==> src/rtl/adc_spi_if.sv <==
// Serial configuration link between a config master and the ADC-style responder.
// Strict direction: the master owns sclk/sdenb/sdio, the responder owns sdi/sdi_oe.
interface adc_spi_if;
  logic sclk;
  logic sdenb;
  logic sdio;
  logic sdi;
  logic sdi_oe;

  modport master (output sclk, output sdenb, output sdio, input sdi, input sdi_oe);
  modport slave  (input sclk, input sdenb, input sdio, output sdi, output sdi_oe);
endinterface

==> src/rtl/adc_spi_responder.sv <==
// Target end of the 24-bit ADC configuration link with an on-board register file.
// Frame (MSB first): [23] R/W, [22:16] address, [15:0] data.
module adc_spi_responder #(
  parameter int REG_DEPTH = 64
) (
  input  logic        clk,
  input  logic        resetb,
  adc_spi_if.slave    bus,
  input  logic        sresetb,
  output logic        wr_stb,
  output logic [6:0]  wr_addr,
  output logic [15:0] wr_data,
  output logic        busy,
  output logic [7:0]  frame_err_cnt,
  output logic [1:0]  fsm_state
);

  localparam int AW = (REG_DEPTH > 1) ? $clog2(REG_DEPTH) : 1;
  localparam logic [7:0] DEPTH8 = 8'(REG_DEPTH);

  typedef enum logic [1:0] {IDLE = 2'd0, HDR = 2'd1, DATA = 2'd2, DONE = 2'd3} state_t;

  state_t      state;
  logic [1:0]  sclk_q, sdenb_q, sdio_q, srst_q;
  logic        sclk_d;
  logic [4:0]  bit_cnt;
  logic [14:0] shreg;
  logic        rw;
  logic [6:0]  addr;
  logic [15:0] rd_sh;
  logic [15:0] regs [REG_DEPTH];

  logic        sclk_rise, sclk_fall, en_n, sdio_s, srst_n;
  logic [6:0]  hdr_addr;
  logic        hdr_ok, addr_ok, commit_now;
  logic [15:0] rd_word, data_word;

  // Two-flop synchronisers; sdenb and sresetb idle high so nothing fires out of reset.
  always_ff @(posedge clk or negedge resetb) begin
    if (!resetb) begin
      sclk_q  <= 2'b00;
      sdenb_q <= 2'b11;
      sdio_q  <= 2'b00;
      srst_q  <= 2'b11;
      sclk_d  <= 1'b0;
    end else begin
      sclk_q  <= {sclk_q[0], bus.sclk};
      sdenb_q <= {sdenb_q[0], bus.sdenb};
      sdio_q  <= {sdio_q[0], bus.sdio};
      srst_q  <= {srst_q[0], sresetb};
      sclk_d  <= sclk_q[1];
    end
  end

  assign sclk_rise = sclk_q[1] & ~sclk_d;
  assign sclk_fall = ~sclk_q[1] & sclk_d;
  assign en_n      = sdenb_q[1];
  assign sdio_s    = sdio_q[1];
  assign srst_n    = srst_q[1];
  assign busy      = ~sdenb_q[1];
  assign fsm_state = state;

  // After seven header bits the eighth arrives on sdio_s, completing the address.
  assign hdr_addr  = {shreg[5:0], sdio_s};
  assign hdr_ok    = {1'b0, hdr_addr} < DEPTH8;
  assign rd_word   = hdr_ok ? regs[hdr_addr[AW-1:0]] : 16'h0000;
  assign addr_ok   = {1'b0, addr} < DEPTH8;
  assign data_word = {shreg[14:0], sdio_s};
  assign commit_now = (state == DATA) && !en_n && sclk_rise && (bit_cnt == 5'd23) &&
                      !rw && addr_ok && srst_n;

  // Soft reset clears every clk it is held, and wins over a same-clk commit.
  always_ff @(posedge clk or negedge resetb) begin
    if (!resetb) begin
      for (int i = 0; i < REG_DEPTH; i++) regs[i] <= 16'h0000;
    end else if (!srst_n) begin
      for (int i = 0; i < REG_DEPTH; i++) regs[i] <= 16'h0000;
    end else if (commit_now) begin
      regs[addr[AW-1:0]] <= data_word;
    end
  end

  always_ff @(posedge clk or negedge resetb) begin
    if (!resetb) begin
      state         <= IDLE;
      bit_cnt       <= 5'd0;
      shreg         <= 15'd0;
      rw            <= 1'b0;
      addr          <= 7'd0;
      rd_sh         <= 16'h0000;
      bus.sdi       <= 1'b0;
      bus.sdi_oe    <= 1'b0;
      wr_stb        <= 1'b0;
      wr_addr       <= 7'd0;
      wr_data       <= 16'h0000;
      frame_err_cnt <= 8'd0;
    end else begin
      wr_stb <= 1'b0;
      case (state)
        IDLE: begin
          bus.sdi    <= 1'b0;
          bus.sdi_oe <= 1'b0;
          if (!en_n) begin
            state   <= HDR;
            bit_cnt <= 5'd0;
            shreg   <= 15'd0;
          end
        end
        HDR: begin
          bus.sdi    <= 1'b0;
          bus.sdi_oe <= 1'b0;
          if (en_n) begin
            state <= IDLE;
            if (frame_err_cnt != 8'hFF) frame_err_cnt <= frame_err_cnt + 8'd1;
          end else if (sclk_rise) begin
            shreg   <= {shreg[13:0], sdio_s};
            bit_cnt <= bit_cnt + 5'd1;
            if (bit_cnt == 5'd7) begin
              rw    <= shreg[6];
              addr  <= hdr_addr;
              rd_sh <= rd_word;
              state <= DATA;
            end
          end
        end
        DATA: begin
          // sdenb wins over a coincident sclk rise, so a 24th rise seen together with release aborts.
          if (en_n) begin
            state      <= IDLE;
            bus.sdi    <= 1'b0;
            bus.sdi_oe <= 1'b0;
            if (frame_err_cnt != 8'hFF) frame_err_cnt <= frame_err_cnt + 8'd1;
          end else if (sclk_rise) begin
            shreg   <= {shreg[13:0], sdio_s};
            bit_cnt <= bit_cnt + 5'd1;
            if (bit_cnt == 5'd23) begin
              state <= DONE;
              if (commit_now) begin
                wr_stb  <= 1'b1;
                wr_addr <= addr;
                wr_data <= data_word;
              end
            end
          end else if (sclk_fall && rw) begin
            bus.sdi    <= rd_sh[15];
            bus.sdi_oe <= 1'b1;
            rd_sh      <= {rd_sh[14:0], 1'b0};
          end
        end
        DONE: begin
          if (en_n) begin
            state      <= IDLE;
            bus.sdi    <= 1'b0;
            bus.sdi_oe <= 1'b0;
          end
        end
        default: state <= IDLE;
      endcase
    end
  end

endmodule

==> src/flat_wrapper.sv <==
// flat-port wrapper written by rule: the top's interface ports become plain ports
module adc_spi_responder_flat 
#(
  parameter int REG_DEPTH = 64
)
  (clk, resetb, sresetb, wr_stb, wr_addr, wr_data, busy, frame_err_cnt, fsm_state, bus_sclk, bus_sdenb, bus_sdio, bus_sdi, bus_sdi_oe);
  adc_spi_if bus_i ();
  input  logic clk;
  input  logic resetb;
  input  logic sresetb;
  output logic wr_stb;
  output logic [6:0] wr_addr;
  output logic [15:0] wr_data;
  output logic busy;
  output logic [7:0] frame_err_cnt;
  output logic [1:0] fsm_state;
  input wire logic [$bits(bus_i.sclk)-1:0] bus_sclk;
  input wire logic [$bits(bus_i.sdenb)-1:0] bus_sdenb;
  input wire logic [$bits(bus_i.sdio)-1:0] bus_sdio;
  output wire logic [$bits(bus_i.sdi)-1:0] bus_sdi;
  output wire logic [$bits(bus_i.sdi_oe)-1:0] bus_sdi_oe;
  assign bus_i.sclk = bus_sclk;
  assign bus_i.sdenb = bus_sdenb;
  assign bus_i.sdio = bus_sdio;
  assign bus_sdi = bus_i.sdi;
  assign bus_sdi_oe = bus_i.sdi_oe;
  adc_spi_responder #(.REG_DEPTH(REG_DEPTH)) u_core (.clk(clk), .resetb(resetb), .bus(bus_i), .sresetb(sresetb), .wr_stb(wr_stb), .wr_addr(wr_addr), .wr_data(wr_data), .busy(busy), .frame_err_cnt(frame_err_cnt), .fsm_state(fsm_state));
endmodule
==> config.mk <==
export PLATFORM = sky130hd
export DESIGN_NAME = adc_spi_responder_flat
export DESIGN_NICKNAME = d
export VERILOG_FILES = /design/src/rtl/adc_spi_if.sv /design/src/rtl/adc_spi_responder.sv /design/src/flat_wrapper.sv
export SDC_FILE = /design/constraint.sdc
export NUM_CORES = 2
export LEC_CHECK = 0
export CAP_MARGIN = 0
export CORE_MARGIN = 2
export CORE_UTILIZATION = 40
export CTS_CLUSTER_SIZE = 25
export DETAILED_ROUTE_END_ITERATION = 10
export PLACE_DENSITY_LB_ADDON = 0.2
export SETUP_SLACK_MARGIN = 0.3
export SLEW_MARGIN = 20
export SYNTH_ARGS = -nofsm -noshare
export SYNTH_HDL_FRONTEND = slang
export SYNTH_SLANG_ARGS = --single-unit
export TNS_END_PERCENT = 20
==> constraint.sdc <==
create_clock -name clk -period 3.9 [get_ports clk]
set_input_delay 0.78 -clock clk [delete_from_list [all_inputs] [get_ports clk]]
set_output_delay 0.78 -clock clk [all_outputs]
set_load 0.1 [all_outputs]
==> flow_summary_export.csv <==
group,metric,value,unit
sta,fin_tns_setup,0,ns
synthesis,synth_most_common_cell,"dfrtp_1",
clock_tree,cts_tree,"yes",
placement,io_buffers,42,
synthesis,ys_top_cells_by_count,"1109 x dfrtp_1, 1092 x mux2i_1, 1028 x nor2b_1, 277 x mux4_2, 271 x clkbuf_1",
placement,dp_hpwl,87500,microns
routing,vias_per_cell,5.34,
placement,gp_congestion,0.806,
critical_path,crit_fanout,12,
power_and_ir_drop,ir_worst_vdd,0.353,mV
floorplan,coreArea,140000,sq um
power_and_ir_drop,clkPwrFrac,42.5,%
grt,grt_max_degree,216,
sta,skew,0.0302,ns
synthesis,syn-mean-instance-area,13.1,sq um
synthesis,synthArstFlopShare,100,%
grt,first_global_vias,34138,
power_and_ir_drop,netSwitchingPower,0.00843,W
placement,dp_cells,5975,
grt,antenna_found_initial,5,
synthesis,yosys_most_used_dff,"dfrtp_1",
sta,setup_ws,0.465,ns
sta,post-route-min-period,3.44,ns
critical_path,critPathKind,"reg2out",
synthesis,synth_nets,4321,
final_layout,area_growth,12.4,%
clock_tree,clk_pin_slew,0.07,ns
sta,max_freq,0.291,GHz
synthesis,synth_top_cell_by_area,"dfrtp_1",
critical_path,worstPathArrival,2.66,ns
clock_tree,cts_buffer_depth,3,
synthesis,ys_types,52,
final_layout,drive_gt1_share,17.8,%
clock_tree,cts_resized,0,
routing,first_iter_violations,2526,
clock_tree,ctsHoldBuffers,1,
synthesis,synth.top_cell.area_share,49.1,%
sta,finalCritPeriodShare,88.1,%
power_and_ir_drop,swShare,29.0,%
routing,ant_nets,0,
placement,pre_cts_slack,0.575,ns
synthesis,netlist_area,56500,sq um
flow_run,cap_violations,0,
sta,slew_viol_final,0,
power_and_ir_drop,p_seq_share,41.4,%
critical_path,endpoint_kind,"output pin",
sta,rsz0062_at_grt,"no",
power_and_ir_drop,combPwrFrac,16.0,%
sta,max_slew_margin,26.0,%
routing,routed_wl,151000,microns
clock_tree,cts_inserted_buffers,121,
final_layout,antennaDiodeCount,0,
sta,setup_viol,0,
min_path,min_path_type,"reg2reg",
final_layout,regArea,27900,sq um
clock_tree,cts_root_buf,"clkbuf_16",
floorplan,fp.dieW,380,microns
grt,grt_overflow,0,
grt,grt_pass1_wl,232000,microns
power_and_ir_drop,p_leak,28.3,nW
synthesis,seq_area_frac_synth,49.3,%
final_layout,fin_cells,6206,
final_layout,nFillCells,12712,
critical_path,startpoint_type,"flop",
routing,num_vias,33170,
clock_tree,htree_levels,3,
final_layout,multi_input_area,26700,sq um
synthesis,synth_top_cells_by_area,"dfrtp_1 49%, mux2i_1 19%, nor2b_1 11%",
final_layout,final_util,45.4,%
power_and_ir_drop,cell_internal_pwr,0.0206,W
routing,route.detailed.drc,0,
floorplan,die_y,380,microns
synthesis,yosysWarnings,0,
clock_tree,cts_post_setup_buffers_inserted,0,
critical_path,required,3.12,ns
floorplan,io_pins,43,
outcome,status,"completed",
synthesis,synth-seq-cells,1113,
clock_tree,clock_latency,0.77,ns
final_layout,fin_nets,4235,
clock_tree,clkSinkCount,1113,
routing,dr.pass1.iters,5,
floorplan,fp.dieArea,144000,sq um
power_and_ir_drop,p_per_area,458,nW/um^2
synthesis,netlist_instances,4309,
sta,hold_violations,0,
routing,post_drt_wl_per_cell,24.3,microns
grt,grt_use_total,20.9,%
synthesis,synth_edf_count,0,
floorplan,initial_core_util,40.4,%
floorplan,fp-row-count,137,
sta,worst_slew_pin_slew,1.11,ns
sequential cells by signal, indices dropped and copies added (netlist names):
signal and flops:
u_core.regs 1024, u_core.rd_sh 16, u_core.wr_data 16, u_core.shreg 15, u_core.frame_err_cnt 8, u_core.addr 7, u_core.wr_addr 7, u_core.bit_cnt 5
u_core.fsm_state 2, u_core.sclk_q 2, u_core.sdenb_q 2, u_core.sdio_q 2, u_core.srst_q 2, u_core.bus.sdi 1, u_core.bus.sdi_oe 1, u_core.rw 1
u_core.sclk_d 1, u_core.wr_stb 1
final cells by class:
cell class              count  share of cell area [%]
repair buffers            216                    3.52
multi-input cells        2762                    42.0
clock buffers             178                    5.59
flip-flops and latches   1113                    43.9
well taps                1876                    3.70
inverters                   9                  0.0532
clock inverters            52                    1.20
through the flow:
stage | area (sq um) | total power [W] | hold slack [ns]
after floorplan | 56500 | 0.0149 | 0.331
after global placement | 59200 | 0.0169 | 0.342
after global routing | 63500 | 0.0301 | 0.365
final | 63500 | 0.0291 | 0.353
after detailed placement | 59200 | 0.0169 | 0.346
after CTS | 63500 | 0.0294 | 0.360
kinds of logic after synthesis:
family          Yosys count  synth area share (%)
fa+ha+maj                 6                 0.133
mux                    1420                  31.4
buf+inv                 434                  3.54
flops                  1113                  49.3
simple gates           1194                  13.9
xor+xnor                  8                 0.124
compound gates          134                  1.66
worst max-delay path: stages, from the launching register on:
cell and delay [ns]:
dfstp_2 0.69, inv_1 0.20, clkdlybuf4s50_1 1.00
metal layers:
layer | GRT usage [%] | wire (microns) | vias up
li1 | - | - | 14990
met1 | 32.0 | 74400 | 17506
met4 | 4.83 | 3170 | 0
met5 | 0 | 0 | -
met3 | 3.02 | 5090 | 171
met2 | 31.4 | 67800 | 503
final timing paths:
| path | start | slack (ns) | endpoint | depth (start not counted) |
|---|---|---|---|---|
| max reg2reg | u_core.fsm_state[0]$_DFFE_PN0P_ | 0.57 | u_core.regs[451]$_DFFE_PN0P_ | 8 |
| min reg2reg | u_core.sdio_q[0]$_DFF_PN0_ | 0.35 | u_core.sdio_q[1]$_DFF_PN0_ | 0 |
| min | u_core.sdio_q[0]$_DFF_PN0_ | 0.35 | u_core.sdio_q[1]$_DFF_PN0_ | 0 |
| min in group asynchronous | resetb | 0.61 | u_core.regs[947]$_DFFE_PN0P_ | 2 |
| max | u_core.sdenb_q[1]$_DFF_PN1_ | 0.46 | busy | 2 |
| max in group asynchronous | resetb | 2.14 | u_core.srst_q[1]$_DFF_PN1_ | 4 |
cells in the final DEF, fill, tap and decap left out, types with 5 or more instances in the layout:
cell,count
mux2i_1,1092
dfrtp_1,1091
nor2b_1,1028
mux4_2,277
buf_4,133
clkbuf_16,121
mux2_2,51
clkdlybuf4s50_1,41
buf_12,40
nor4_4,33
nand4_1,33
a22oi_1,31
clkbuf_8,31
nand2_1,30
nor2_1,26
a21oi_1,26
clkbuf_1,26
clkinv_2,20
a22o_1,17
o21ai_0,15
bufinv_16,15
dfrtp_2,13
o22ai_1,10
o31ai_1,10
o221ai_1,9
inv_1,8
nand3_1,7
clkinvlp_4,7
o22a_1,6
ha_1,6
nand2b_1,5
dfrtp_4,5
power by group through the flow:
| stage | clock (W) | sequential (W) | combinational [W] |
|---|---|---|---|
| final | 0.0124 | 0.0120 | 0.00465 |
| after global routing | 0.0132 | 0.0121 | 0.00493 |
| after global placement | 0 | 0.0122 | 0.00467 |
| after CTS | 0.0127 | 0.0120 | 0.00469 |
| after floorplan | 0 | 0.0123 | 0.00261 |
| after detailed placement | 0 | 0.0122 | 0.00467 |
(Power assumes the default switching activity.)
